`src/rtl/mem_req_arbiter_pkg.sv`:
```
// Shared types and defaults for the icache/dcache memory request arbiter.
//   arb_op_t    : downstream operation encoding (matches the axi_req port)
//   arb_state_t : arbiter FSM states
//   arb_grant_t : one-hot owner encoding (matches the grant port)
package mem_req_arbiter_pkg;

    localparam int unsigned ARB_BLOCK_W = 128;  // cache line, 4 words
    localparam int unsigned ARB_ADDR_W  = 32;
    localparam int unsigned ARB_WORD_W  = 32;

    typedef enum logic [1:0] {
        OP_NONE  = 2'b00,
        OP_READ  = 2'b01,
        OP_WRITE = 2'b10
    } arb_op_t;

    typedef enum logic [1:0] {
        ST_IDLE   = 2'b00,
        ST_BUSY_I = 2'b01,
        ST_BUSY_D = 2'b10,
        ST_LOCK_D = 2'b11
    } arb_state_t;

    typedef enum logic [1:0] {
        GNT_NONE = 2'b00,
        GNT_I    = 2'b01,
        GNT_D    = 2'b10
    } arb_grant_t;

endpackage

```
`src/rtl/mem_req_arbiter_rr_picker2.sv`:
```
// Two-way round-robin picker.
//   req_icache_i / req_dcache_i : qualified requests this cycle
//   last_i                      : requester granted most recently (GNT_I/GNT_D)
//   gnt_o                       : one-hot grant (GNT_NONE when nobody requests)
module rr_picker2
    import mem_req_arbiter_pkg::*;
(
    input  logic       req_icache_i,
    input  logic       req_dcache_i,
    input  arb_grant_t last_i,
    output arb_grant_t gnt_o
);

    always_comb begin
        // NOTE: every combinational output gets a default first so no path leaves it unassigned (no latch).
        gnt_o = GNT_NONE;
        if (req_icache_i && req_dcache_i) begin
            // On a tie the side that did not win last time goes first.
            gnt_o = (last_i == GNT_D) ? GNT_I : GNT_D;
        end else if (req_icache_i) begin
            gnt_o = GNT_I;
        end else if (req_dcache_i) begin
            gnt_o = GNT_D;
        end
    end

endmodule

```
`src/rtl/mem_req_arbiter.sv`:
```
// Arbiter sharing one downstream memory port between an icache and a dcache.
//   clk, rst_n          : clock, asynchronous active-low reset
//   i_req/i_addr/...    : icache read request; i_ack accept pulse, i_done completion pulse
//   d_req/d_we/...      : dcache read/write request; d_lock keeps the port for the next dcache request
//   axi_*               : downstream request (driven only while busy) and completion/data return
//   grant               : registered current owner, for debug
// A request is acked combinationally in IDLE (or LOCK_D for the dcache), its fields are
// latched, and the downstream request is held from those latches until axi_task_finish.
module mem_req_arbiter
    import mem_req_arbiter_pkg::*;
#(
    parameter int unsigned BLOCK_W = ARB_BLOCK_W,
    parameter int unsigned ADDR_W  = ARB_ADDR_W
) (
    input  logic               clk,
    input  logic               rst_n,
    // icache
    input  logic               i_req,
    input  logic [ADDR_W-1:0]  i_addr,
    input  logic               i_cached,
    output logic               i_ack,
    output logic               i_done,
    output logic [BLOCK_W-1:0] i_rblock,
    output logic [31:0]        i_rword,
    // dcache
    input  logic               d_req,
    input  logic               d_we,
    input  logic [ADDR_W-1:0]  d_addr,
    input  logic               d_cached,
    input  logic [BLOCK_W-1:0] d_wblock,
    input  logic [31:0]        d_wword,
    input  logic [3:0]         d_wstrb,
    input  logic               d_lock,
    output logic               d_ack,
    output logic               d_done,
    output logic [BLOCK_W-1:0] d_rblock,
    output logic [31:0]        d_rword,
    // downstream
    output logic [1:0]         axi_req,
    output logic [ADDR_W-1:0]  axi_ad,
    output logic               axi_cached,
    output logic [BLOCK_W-1:0] axi_wblock,
    output logic [31:0]        axi_wword,
    output logic [3:0]         axi_wword_en,
    input  logic               axi_task_finish,
    input  logic [BLOCK_W-1:0] axi_rblock,
    input  logic [31:0]        axi_rword,
    // debug
    output logic [1:0]         grant
);

    arb_state_t state_q, state_d;
    arb_grant_t rr_last_q, rr_last_d;
    arb_grant_t grant_q, grant_d;
    arb_grant_t pick;

    // Latched request fields
    arb_op_t            op_q;
    logic [ADDR_W-1:0]  addr_q;
    logic               cached_q;
    logic               lock_q;
    logic [BLOCK_W-1:0] wblock_q;
    logic [31:0]        wword_q;
    logic [3:0]         wstrb_q;

    // Returned data, held until the same requester's next completion
    logic [BLOCK_W-1:0] i_rblock_q, d_rblock_q;
    logic [31:0]        i_rword_q, d_rword_q;
    logic               i_done_q, d_done_q;

    logic busy, is_write, finish_i, finish_d;

    assign busy     = (state_q == ST_BUSY_I) || (state_q == ST_BUSY_D);
    assign is_write = busy && (op_q == OP_WRITE);
    assign finish_i = (state_q == ST_BUSY_I) && axi_task_finish;
    assign finish_d = (state_q == ST_BUSY_D) && axi_task_finish;

    // The icache may only be accepted from IDLE; LOCK_D reserves the port for the dcache.
    rr_picker2 u_picker (
        .req_icache_i (i_req && (state_q == ST_IDLE)),
        .req_dcache_i (d_req && ((state_q == ST_IDLE) || (state_q == ST_LOCK_D))),
        .last_i       (rr_last_q),
        .gnt_o        (pick)
    );

    assign i_ack = (pick == GNT_I);
    assign d_ack = (pick == GNT_D);

    always_comb begin
        state_d   = state_q;
        rr_last_d = rr_last_q;
        if (pick != GNT_NONE) begin
            rr_last_d = pick;
        end
        unique case (state_q)
            ST_IDLE, ST_LOCK_D: begin
                if (pick == GNT_I)      state_d = ST_BUSY_I;
                else if (pick == GNT_D) state_d = ST_BUSY_D;
            end
            ST_BUSY_I: if (axi_task_finish) state_d = ST_IDLE;
            ST_BUSY_D: if (axi_task_finish) state_d = lock_q ? ST_LOCK_D : ST_IDLE;
            default:   state_d = ST_IDLE;
        endcase

        unique case (state_d)
            ST_BUSY_I:            grant_d = GNT_I;
            ST_BUSY_D, ST_LOCK_D: grant_d = GNT_D;
            default:              grant_d = GNT_NONE;
        endcase
    end

    // NOTE: sequential state uses non-blocking assignments so every register samples pre-edge values.
    always_ff @(posedge clk or negedge rst_n) begin
        if (!rst_n) begin
            state_q   <= ST_IDLE;
            rr_last_q <= GNT_I;   // dcache wins the first tie
            grant_q   <= GNT_NONE;
        end else begin
            state_q   <= state_d;
            rr_last_q <= rr_last_d;
            grant_q   <= grant_d;
        end
    end

    // NOTE: the wide data registers are reset too, so no stale line is visible after reset.
    always_ff @(posedge clk or negedge rst_n) begin
        if (!rst_n) begin
            op_q     <= OP_NONE;
            addr_q   <= '0;
            cached_q <= 1'b0;
            lock_q   <= 1'b0;
            wblock_q <= '0;
            wword_q  <= '0;
            wstrb_q  <= '0;
        end else if (pick == GNT_I) begin
            op_q     <= OP_READ;
            addr_q   <= i_addr;
            cached_q <= i_cached;
            lock_q   <= 1'b0;
            wblock_q <= '0;
            wword_q  <= '0;
            wstrb_q  <= '0;
        end else if (pick == GNT_D) begin
            op_q     <= d_we ? OP_WRITE : OP_READ;
            addr_q   <= d_addr;
            cached_q <= d_cached;
            lock_q   <= d_lock;
            wblock_q <= d_wblock;
            wword_q  <= d_wword;
            wstrb_q  <= d_wstrb;
        end
    end

    always_ff @(posedge clk or negedge rst_n) begin
        if (!rst_n) begin
            i_done_q   <= 1'b0;
            d_done_q   <= 1'b0;
            i_rblock_q <= '0;
            i_rword_q  <= '0;
            d_rblock_q <= '0;
            d_rword_q  <= '0;
        end else begin
            i_done_q <= finish_i;
            d_done_q <= finish_d;
            if (finish_i) begin
                i_rblock_q <= axi_rblock;
                i_rword_q  <= axi_rword;
            end
            if (finish_d) begin
                d_rblock_q <= axi_rblock;
                d_rword_q  <= axi_rword;
            end
        end
    end

    assign i_done   = i_done_q;
    assign d_done   = d_done_q;
    assign i_rblock = i_rblock_q;
    assign i_rword  = i_rword_q;
    assign d_rblock = d_rblock_q;
    assign d_rword  = d_rword_q;

    // Downstream is quiet outside BUSY_x; write payload is forced to zero on reads.
    assign axi_req      = busy ? op_q : OP_NONE;
    assign axi_ad       = busy ? addr_q : '0;
    assign axi_cached   = busy ? cached_q : 1'b0;
    assign axi_wblock   = is_write ? wblock_q : '0;
    assign axi_wword    = is_write ? wword_q : '0;
    assign axi_wword_en = is_write ? wstrb_q : '0;

    assign grant = grant_q;

endmodule

```
`config.mk`:
```
export PLATFORM = sky130hd
export DESIGN_NAME = mem_req_arbiter
export DESIGN_NICKNAME = d
export VERILOG_FILES = /design/src/rtl/mem_req_arbiter_pkg.sv /design/src/rtl/mem_req_arbiter_rr_picker2.sv /design/src/rtl/mem_req_arbiter.sv
export SDC_FILE = /design/constraint.sdc
export NUM_CORES = 1
export LEC_CHECK = 0
export ABC_CLOCK_PERIOD_IN_PS = 2300
export BUFFER_PORTS_ARGS = -buffer_cell sky130_fd_sc_hd__buf_2
export CORE_AREA = 3 3 360 362
export CTS_BUF_LIST = sky130_fd_sc_hd__clkbuf_16
export CTS_CLUSTER_SIZE = 24
export DETAILED_ROUTE_END_ITERATION = 10
export DIE_AREA = 0 0 363 365
export GPL_TIMING_DRIVEN = 1
export MAX_ROUTING_LAYER = met4
export PLACE_DENSITY = 0.38
export SKIP_CTS_REPAIR_TIMING = 1
export SLEW_MARGIN = 20
export SYNTH_ARGS = -nofsm -noshare
export SYNTH_HDL_FRONTEND = slang
export SYNTH_SLANG_ARGS = --single-unit
```
`constraint.sdc`:
```
create_clock -name clk -period 2.3 [get_ports clk]
set_input_delay 0.115 -clock clk [delete_from_list [all_inputs] [get_ports clk]]
set_output_delay 0.115 -clock clk [all_outputs]
set_load 0.02 [all_outputs]
```
==> results of run 1 <==
==> sequential cells by signal, indices dropped and copies added (netlist names) <==
register / cells
state_q: 1
wblock_q: 128
wword_q: 32
lock_q: 1
cached_q: 1
i_done: 1
d_rblock: 128
i_rword: 32
op_q: 2
wstrb_q: 4
grant: 2
d_done: 1
i_rblock: 128
addr_q: 32
d_rword: 32
rr_last_q: 2
==> how the worst min path moves through the flow <==
stage,startpoint,end,slack (ns),depth (start not counted)
5_1_grt,axi_task_finish,grant[1]$_DFF_PN0_,0.01,4
6_report,axi_task_finish,grant[1]$_DFF_PN0_,0.04,4
3_3_place_gp,rst_n,d_rblock[53]$_DFFE_PN0P_,0.16,1
2_1_floorplan,rst_n,addr_q[0]$_DFFE_PN0P_,-0.18,0
3_5_place_dp,rst_n,d_rblock[53]$_DFFE_PN0P_,0.16,1
4_1_cts,rst_n,d_rblock[53]$_DFFE_PN0P_,-0.60,1
==> per-layer routing <==
| layer | vias up | wire [um] | part of all wire, % | GRT usage (%) |
|---|---|---|---|---|
| li1 | 7933 | - | - | - |
| met1 | 8878 | 36930 | 41 | 14.42 |
| met2 | 644 | 44880 | 50 | 20.76 |
| met3 | 132 | 5890 | 6.5 | 3.905 |
| met4 | 0 | 2562 | 2.8 | 4.954 |
| met5 | - | 0 | 0 | - |
==> critical path: stages (launching register included) <==
cell and delay, ns:
dfrtp_1 0.36, inv_2 0.06, ha_4 0.28, and2_4 0.14
nor2b_4 0.15, buf_12 0.15, buf_16 0.19, clkbuf_16 0.19
and2_4 0.14, buf_6 0.11
==> cells by family (layout without fill, tap and decap cells) <==
logic type	after synthesis	after routing	share of synthesized area [%]
flip-flops	527	527	63.11
AND/OR/NAND/NOR	249	249	7.430
other	0	3	0
adder cells (fa/ha/maj)	3	3	0.1796
buffers and inverters	112	1560	2.916
AO/OA/AOI/OAI	213	213	9.016
multiplexers	322	322	17.35
==> final cells by class <==
| cell class | instances | area share (%) |
|---|---|---|
| flip-flops and latches | 527 | 36.79 |
| repair buffers | 1432 | 30.73 |
| multi-input cells | 787 | 20.81 |
| well taps | 1662 | 5.800 |
| clock buffers | 69 | 4.816 |
| clock inverters | 55 | 0.9876 |
| inverters | 4 | 0.04188 |
| diodes | 3 | 0.02094 |
==> layout by cell type, fill, tap and decap left out, types with 3 or more instances in the layout <==
cell type | Yosys | final
dlygate4sd3_1 | 0 | 395
inv_16 | 0 | 3
buf_12 | 0 | 28
buf_8 | 0 | 6
and2_4 | 0 | 126
a22o_1 | 166 | 166
inv_1 | 4 | 23
and3_1 | 33 | 33
clkbuf_16 | 0 | 82
buf_4 | 25 | 93
a221o_1 | 33 | 33
dfrtp_1 | 526 | 526
mux2_2 | 322 | 322
clkinv_2 | 0 | 9
clkinv_1 | 0 | 13
inv_6 | 0 | 6
and2_1 | 201 | 75
nand2_1 | 5 | 4
buf_16 | 0 | 3
diode_2 | 0 | 3
buf_6 | 4 | 133
buf_2 | 52 | 760
==> stage by stage <==
| step | instance area [um^2] | total power [uW] | hold slack, ns |
|---|---|---|---|
| global placement | 28010 | 35610 | 0.1592 |
| detailed placement | 28010 | 35600 | 0.1567 |
| CTS | 30090 | 46110 | -0.6002 |
| finish | 35850 | 46720 | 0.04009 |
| floorplan | 20900 | 27460 | -0.1806 |
| global route | 35850 | 49590 | 0.01312 |
==> power groups by stage <==
stage                     combinational (uW)  clock (uW)  sequential, uW
final                                  20500       10100           16100
after global routing                   21900       10900           16700
after CTS                              19400       10600           16100
after detailed placement               19400           0           16200
after global placement                 19400           0           16200
after floorplan                         8220           0           19200
==> impl_metrics.env, run 1 <==
export IMPL_status="finished with violations"
export IMPL_violations="setup timing"
export IMPL_switching_share_pct=39.14
export IMPL_design_final_nets=3221
export IMPL_cts_sinks=527
export IMPL_clock_skew_ns=0.01434
export IMPL_async_flop_share_pct=100.0
export IMPL_post_route_util_pct=28.22
export IMPL_drt_first_iter_violations=714
export IMPL_finish_cell_count_without_fillers=4539
export IMPL_synth_edf_count=0
export IMPL_syn_area_um2=20900
export IMPL_drive_above_1_share_pct=55.18
export IMPL_clk_pin_slew_worst_paths_ns=0.05
export IMPL_worst_skew_pair_late_latency_ns=0.63
export IMPL_cts_tree="yes"
export IMPL_p_comb_share_pct=43.8
export IMPL_multi_input_area_um2=7462
export IMPL_power_leakage_uw=0.01717
export IMPL_placement_setup_worst_slack_ns=0.2338
export IMPL_cts_root_buffer_cell="clkbuf_16"
export IMPL_first_pass_iters=4
export IMPL_ys_top_cells_by_count="dfrtp_1, mux2_2, and2_1, a22o_1, buf_2"
export IMPL_postLayoutSetupSlackWorst_ns=-0.2490
export IMPL_fillers=13280
export IMPL_placementRows=131
export IMPL_worstSetupEndpoint="axi_wblock[79]"
export IMPL_clock_buffer_count_from_cts=69
export IMPL_io_count=922
export IMPL_count_of_warnings_emitted_by_yosys=0
export IMPL_worstRegToRegCells=6
export IMPL_timing_max_slew_rel_slack_pct=53.92
export IMPL_final_min_clock_period_ns=2.549
export IMPL_synth_net_count=1826
export IMPL_criticalPathCategory="reg2out"
export IMPL_placed_cells_incl_taps=3988
export IMPL_power_report_internal_total_uw=28440
export IMPL_drv_max_cap_violation_count=0
export IMPL_timing_hold_violations_final=0
export IMPL_initial_core_utilization_pct=16.45
export IMPL_hpwlAfterDp_um=65190
export IMPL_fin_crit_sh_pct=110.8
export IMPL_regToRegStartpoint="grant[1]$_DFF_PN0_"
export IMPL_die_area_um2=132500
export IMPL_synth_seq_cells=527
export IMPL_areaGrowthSynthToFinish_pct=71.56
export IMPL_setup_worst_path_start="state_q[0]$_DFF_PN0_"
export IMPL_drt_wl_total_um=90260
export IMPL_yosysTopAreaCell="dfrtp_1"
export IMPL_clkPwrFrac_pct=21.6
export IMPL_via_per_inst=3.875
export IMPL_final_max_slew_viol_count=0
export IMPL_chipWidth_um=363
export IMPL_grt_max_degree=69
export IMPL_power_switching_uw=18290
export IMPL_detail_route_wl_per_cell_um=19.88
export IMPL_post_route_drc_count=0
export IMPL_critPathLaunchType="flop"
export IMPL_worst_slew_pin_transition_ns=0.6912
export IMPL_placement_io_buffers=921
export IMPL_share_seq_of_total_power_pct=34.6
export IMPL_number_of_antenna_violating_nets_in_the_routed_design=0
export IMPL_via_count=17590
export IMPL_post_synth_inst_count=1426
export IMPL_timing_fmax_mhz=392.3
export IMPL_vdd_drop_max_v=0.0005533
export IMPL_ctsHtreeMaxLevel=3
export IMPL_max_clock_path_buffers=3
export IMPL_floorplan_core_area_um2=127000
export IMPL_grt_pass1_wl_um=120200
export IMPL_worst_path_max_fanout=8
export IMPL_floorplan_die_height_um=365
export IMPL_setup_tns_final_ns=-34.21
export IMPL_end_kind="output port"
export IMPL_grt_setup_unrepaired="true"
export IMPL_synth_area_top_cells="dfrtp_1, mux2_2, a22o_1, and2_1, a221o_1"
export IMPL_synth_lib_cells_used_distinct=32
export IMPL_worst_r2r_endpoint="i_rblock[73]$_DFFE_PN0P_"
export IMPL_synth_largest_type_area_fraction_pct=62.98
export IMPL_layout_area_seq_um2=13190
export IMPL_groute_usage_overall_pct=12.64
export IMPL_gr_total_overflow=0
export IMPL_yosysSeqAreaShare_pct=63.11
export IMPL_grt_antenna_before_repair=3
export IMPL_dominantRegCellSynth="dfrtp_1"
export IMPL_post_synth_top_count_cell="dfrtp_1"
export IMPL_gp_routability_congestion=0.7982
export IMPL_worst_endpoint_required_ns=2.18
export IMPL_timing_reg2reg_setup_slack_ns=0.25
export IMPL_avgSynthCellArea_um2=14.66
export IMPL_setup_viol=164
export IMPL_power_density_cell_area_nw_per_um2=1303
export IMPL_grt_pass1_vias=17070
export IMPL_critPathArrivalTime_ns=2.43
export IMPL_hold_path_class="in2reg"
No activity file was read; power rests on OpenSTA's default activity.
==> run 2: changes to the inputs <==
--- a/config.mk
+++ b/config.mk
@@ -5,7 +5,7 @@
 export SDC_FILE = /design/constraint.sdc
 export NUM_CORES = 1
 export LEC_CHECK = 0
-export ABC_CLOCK_PERIOD_IN_PS = 2300
+export ABC_CLOCK_PERIOD_IN_PS = 2770
 export BUFFER_PORTS_ARGS = -buffer_cell sky130_fd_sc_hd__buf_2
 export CORE_AREA = 3 3 360 362
 export CTS_BUF_LIST = sky130_fd_sc_hd__clkbuf_16
==> constraint.sdc (replaced) <==
create_clock -name clk -period 2.77 [get_ports clk]
set_input_delay 0.1385 -clock clk [delete_from_list [all_inputs] [get_ports clk]]
set_output_delay 0.1385 -clock clk [all_outputs]
set_load 0.02 [all_outputs]
==> impl_metrics.env, run 2 (synthesized netlist as in run 1, its figures left out) <==
export IMPL_placed_cells_incl_taps=3978
export IMPL_cts_tree="yes"
export IMPL_layout_common_cells="buf_2, dfrtp_1, dlygate4sd3_1"
export IMPL_drt_first_iter_violations=693
export IMPL_final_min_clock_period_ns=2.660
export IMPL_grt_max_degree=112
export IMPL_worst_path_dominant_cell_family="buffers and inverters"
export IMPL_detail_route_wl_per_cell_um=19.80
export IMPL_grt_pass1_wl_um=119900
export IMPL_placement_io_buffers=921
export IMPL_groute_usage_overall_pct=12.56
export IMPL_power_density_cell_area_nw_per_um2=1129
export IMPL_crit_slowest_cell="dfrtp_2"
export IMPL_number_of_antenna_violating_nets_in_the_routed_design=0
export IMPL_worst_path_max_fanout=7
export IMPL_ctsHtreeMaxLevel=3
export IMPL_placementRows=131
export IMPL_hpwlAfterDp_um=65210
export IMPL_cp_num_buf_inv=5
export IMPL_timing_max_slew_rel_slack_pct=45.88
export IMPL_floorplan_die_height_um=365
export IMPL_critical_path_cell_chain="inv_2 > ha_4 > and2_4 > nor2b_4 > buf_12 > buf_12 > clkbuf_16 > and2_1 > buf_2"
export IMPL_end_kind="output port"
export IMPL_timing_fmax_mhz=375.9
export IMPL_globalRouteMet2Util_pct=20.98
export IMPL_timing_hold_violations_final=0
export IMPL_post_route_util_pct=26.98
export IMPL_design_final_nets=3193
export IMPL_cts_sinks=527
export IMPL_hold_path_class="in2reg"
export IMPL_floorplan_core_area_um2=127000
export IMPL_gr_total_overflow=0
export IMPL_setup_viol=0
export IMPL_cts_root_buffer_cell="clkbuf_16"
export IMPL_final_max_slew_viol_count=0
export IMPL_grt_use_met1_pct=14.14
export IMPL_worst_endpoint_required_ns=2.63
export IMPL_worst_skew_pair_late_latency_ns=0.61
export IMPL_critPathArrivalTime_ns=2.52
export IMPL_fin_crit_sh_pct=96.05
export IMPL_drive_above_1_share_pct=50.58
export IMPL_first_pass_iters=5
export IMPL_grt_pass1_vias=16910
export IMPL_worst_slew_pin_transition_ns=0.8118
export IMPL_timing_critical_path_mode_cell="buf_12"
export IMPL_global_route_usage_met3_pct=4.266
export IMPL_max_clock_path_buffers=3
export IMPL_setup_worst_path_start="grant[1]$_DFF_PN0_"
export IMPL_via_count=17450
export IMPL_critPathLaunchType="flop"
export IMPL_p_total_uw=38700
export IMPL_drt_wl_total_um=89390
export IMPL_die_area_um2=132500
export IMPL_chipWidth_um=363
export IMPL_grt_setup_unrepaired="true"
export IMPL_initial_core_utilization_pct=16.45
export IMPL_finish_cell_count_without_fillers=4514
export IMPL_vdd_drop_max_v=0.0004464
export IMPL_post_route_drc_count=0
export IMPL_areaGrowthSynthToFinish_pct=64.01
export IMPL_clock_buffer_count_from_cts=66
export IMPL_cpPeakStageDelay_ns=0.40
export IMPL_grt_antenna_before_repair=7
export IMPL_status="finished clean"
export IMPL_regToRegStartpoint="grant[1]$_DFF_PN0_"
export IMPL_drv_max_cap_violation_count=0
export IMPL_grt_busiest_layer="met2"
export IMPL_criticalPathCategory="reg2out"
export IMPL_power_leakage_uw=0.01670
export IMPL_io_count=922
export IMPL_clock_skew_ns=0.01670
export IMPL_gp_routability_congestion=0.7886
export IMPL_clk_pin_slew_worst_paths_ns=0.06
export IMPL_layout_cells_most_common="buf_2"
export IMPL_via_per_inst=3.866
export IMPL_min_delay_start="axi_task_finish"
run 2: changes by cell type in the layout (fill, tap and decap cells not counted), moves of 3 or more:
cell       delta
and2_1      +123
and2_4      -123
buf_12        -7
buf_2       +137
buf_4        -15
buf_6       -124
buf_8         -5
bufinv_16     +3
clkbuf_16    -12
diode_2       +4
inv_1         -7
run 2: worst register-to-register path: cells and delay by family (launching register included):
family                   cells  cell delay (ns)
flip-flops                   1             0.43
adder cells (fa/ha/maj)      1             0.22
AO/OA/AOI/OAI                1             0.27
AND/OR/NAND/NOR              2             0.48
buffers and inverters        4             1.10
run 2: layer usage:
layer	vias to the layer above	wire, um
met5	-	0
met4	0	2233
met3	124	6237
met2	640	44100
met1	8812	36820
li1	7876	-
run 2: final timing paths:
kind,end,slack [ns],depth (start not counted)
setup / recovery,axi_wblock[66],0.11,9
max in group asynchronous,i_rblock[82]$_DFFE_PN0P_,1.72,4
setup reg to reg,addr_q[17]$_DFFE_PN0P_,0.15,8
hold / removal,grant[1]$_DFF_PN0_,0.09,4
hold reg to reg,wword_q[21]$_DFFE_PN0P_,0.49,1
min in group asynchronous,i_rblock[48]$_DFFE_PN0P_,0.14,2
run 2: stage by stage:
step	TNS [ns]	setup slack, ns	hold slack, ns	area (um^2)
after floorplan	0	0.7835	-0.1571	20900
after CTS	-40.99	-0.4409	-0.4831	29940
after detailed placement	0	0.2824	0.2256	27830
final	0	0.1095	0.08551	34280
after global placement	0	0.3285	0.2224	27830
after global routing	-0.1762	-0.02116	0.05593	34270
run 2: power breakdown:
group / internal (uW) / switching, uW / leakage (uW)
Sequential: 11400 / 2020 / 0.00644
Clock: 4860 / 3660 / 0.00108
Combinational: 7350 / 9430 / 0.00918
Total: 23600 / 15100 / 0.0167
run 2: final cells by class:
type	instances	area, um^2
clock buffers	66	1652
flip-flops and latches	527	13190
inverters	4	15.01
well taps	1662	2079
fillers	13450	92750
diodes	7	17.52
multi-input cells	787	7146
clock inverters	54	456.7
repair buffers	1407	9721
==> run 3: changes to the inputs <==
--- a/config.mk
+++ b/config.mk
@@ -5,16 +5,16 @@
 export SDC_FILE = /design/constraint.sdc
 export NUM_CORES = 1
 export LEC_CHECK = 0
-export ABC_CLOCK_PERIOD_IN_PS = 2770
+export ABC_CLOCK_PERIOD_IN_PS = 2400
 export BUFFER_PORTS_ARGS = -buffer_cell sky130_fd_sc_hd__buf_2
-export CORE_AREA = 3 3 360 362
+export CORE_AREA = 3 3 358 360
 export CTS_BUF_LIST = sky130_fd_sc_hd__clkbuf_16
 export CTS_CLUSTER_SIZE = 24
 export DETAILED_ROUTE_END_ITERATION = 10
-export DIE_AREA = 0 0 363 365
+export DIE_AREA = 0 0 361 363
 export GPL_TIMING_DRIVEN = 1
 export MAX_ROUTING_LAYER = met4
-export PLACE_DENSITY = 0.38
+export PLACE_DENSITY = 0.4
 export SKIP_CTS_REPAIR_TIMING = 1
 export SLEW_MARGIN = 20
 export SYNTH_ARGS = -nofsm -noshare
==> constraint.sdc (replaced) <==
create_clock -name clk -period 2.4 [get_ports clk]
set_input_delay 0.12 -clock clk [delete_from_list [all_inputs] [get_ports clk]]
set_output_delay 0.12 -clock clk [all_outputs]
set_load 0.02 [all_outputs]
==> impl_metrics.env, run 3 (synthesized netlist as in run 1, its figures left out) <==
export IMPL_timing_reg2reg_setup_slack_ns=0.25
export IMPL_timing_hold_violations_final=0
export IMPL_worst_skew_pair_late_latency_ns=0.61
export IMPL_final_max_slew_viol_count=0
export IMPL_multi_input_area_um2=7289
export IMPL_layout_area_seq_um2=13190
export IMPL_clock_buffer_count_from_cts=69
export IMPL_hpwlAfterDp_um=68580
export IMPL_layout_cell_area_non_filler_um2=35180
export IMPL_via_count=17610
export IMPL_timing_fmax_mhz=385.2
export IMPL_worst_slew_pin_transition_ns=0.6135
export IMPL_fillers=13040
export IMPL_finalHoldWorstSlack_ns=0.08401
export IMPL_detail_route_wl_per_cell_um=20.67
export IMPL_fin_crit_sh_pct=108.2
export IMPL_clock_skew_ns=0.01507
export IMPL_criticalPathCategory="reg2out"
export IMPL_drive_above_1_share_pct=53.10
export IMPL_clk_pin_slew_worst_paths_ns=0.06
export IMPL_end_kind="output port"
export IMPL_cts_sinks=527
export IMPL_floorplan_core_area_um2=125400
export IMPL_grt_antenna_before_repair=8
export IMPL_critPathArrivalTime_ns=2.48
export IMPL_ctsHtreeMaxLevel=3
export IMPL_cts_root_buffer_cell="clkbuf_16"
export IMPL_design_final_nets=3225
export IMPL_cpPeakStageDelay_ns=0.36
export IMPL_hold_path_class="in2async"
export IMPL_timing_max_slew_rel_slack_pct=59.10
export IMPL_grt_max_degree=79
export IMPL_timing_critical_path_mode_cell="buf_12"
export IMPL_setup_viol=160
export IMPL_violations="setup timing"
export IMPL_postLayoutSetupSlackWorst_ns=-0.1963
export IMPL_placementRows=130
export IMPL_crit_slowest_cell="dfrtp_1"
export IMPL_grt_pass1_vias=16910
export IMPL_via_per_inst=3.893
export IMPL_critical_path_cell_chain="inv_2 > ha_4 > and2_4 > nor2b_4 > buf_12 > buf_12 > buf_12 > buf_8 > and2_1 > buf_2"
export IMPL_grt_setup_unrepaired="true"
export IMPL_cts_tree="yes"
export IMPL_areaGrowthSynthToFinish_pct=68.33
export IMPL_initial_core_utilization_pct=16.66
export IMPL_gr_total_overflow=0
export IMPL_drt_wl_total_um=93500
export IMPL_max_clock_path_buffers=3
export IMPL_io_count=922
export IMPL_vdd_drop_max_v=0.0005731
export IMPL_power_leakage_uw=0.01696
export IMPL_number_of_antenna_violating_nets_in_the_routed_design=0
export IMPL_finish_cell_count_without_fillers=4523
export IMPL_first_pass_iters=4
export IMPL_chipWidth_um=361
export IMPL_layout_common_cells="buf_2, dfrtp_1, dlygate4sd3_1"
export IMPL_drt_first_iter_violations=707
export IMPL_groute_usage_overall_pct=13.34
export IMPL_layout_cells_most_common="buf_2"
export IMPL_worst_path_max_fanout=5
export IMPL_die_area_um2=131000
export IMPL_placement_io_buffers=921
export IMPL_gp_routability_congestion=0.8213
export IMPL_post_route_drc_count=0
export IMPL_cp_num_buf_inv=6
export IMPL_placed_cell_area_um2=27890
export IMPL_grt_pass1_wl_um=124400
export IMPL_floorplan_die_height_um=363
export IMPL_power_density_cell_area_nw_per_um2=1275
export IMPL_placed_cells_incl_taps=3971
export IMPL_critPathLaunchType="flop"
export IMPL_worst_endpoint_required_ns=2.28
export IMPL_final_min_clock_period_ns=2.596
export IMPL_status="finished with violations"
export IMPL_drv_max_cap_violation_count=0
export IMPL_worst_path_dominant_cell_family="buffers and inverters"
## run 3: changes by cell type in the layout (fill, tap and decap cells not counted), sizes merged
cell,change
clkbuf,+26
buf,+5
dlygate4sd3,+1
diode,-4
clkinvlp,+1
clkinv,-2
bufinv,-1
inv,-5
## run 3: per-stage QoR
stage          TNS [ns]  worst slack, ns  utilization, %  power, uW
4_1_cts          -62.73          -0.4953           23.88      44210
3_3_place_gp          0           0.2651           22.24      34180
6_report         -15.38          -0.1963           28.05      44860
3_5_place_dp          0           0.2229           22.24      34150
2_1_floorplan         0           0.4320               -      26310
5_1_grt          -40.36          -0.3442           28.05      47470
## run 3: area by class of cell
type	count	share of cell area (%)
antenna	3	0.02134
clock buffer	69	4.908
clock inverter	47	0.9319
inverter	4	0.04268
multi-input combinational	787	20.72
sequential	527	37.49
tap	1650	5.869
timing repair buffer	1436	30.02
## run 3: path summary, 6_finish.rpt
kind | startpoint | end | depth (start not counted)
setup / recovery | grant[1]$_DFF_PN0_ | axi_wblock[75] | 10
hold / removal | rst_n | d_rblock[71]$_DFFE_PN0P_ | 2
min in group clk | d_wword[19] | wword_q[19]$_DFFE_PN0P_ | 3
max in group asynchronous | rst_n | wblock_q[74]$_DFFE_PN0P_ | 3
hold reg to reg | wblock_q[82]$_DFFE_PN0P_ | wblock_q[82]$_DFFE_PN0P_ | 1
setup reg to reg | grant[1]$_DFF_PN0_ | wword_q[26]$_DFFE_PN0P_ | 9
## run 3: report_power, final
part / total, uW / leakage (uW) / internal [uW] / switching (uW)
clock network: 9690 / 0.00106 / 5630 / 4060
logic: 19600 / 0.00946 / 8480 / 11100
registers: 15600 / 0.00644 / 13100 / 2420
## run 3: per-layer routing
layer	part of all wire (%)	global-route usage, %	up-vias
li1	-	-	7912
met1	42	15.39	8831
met2	49	21.83	709
met3	6.3	4.480	158
met4	3.2	4.374	0
met5	0	-	-
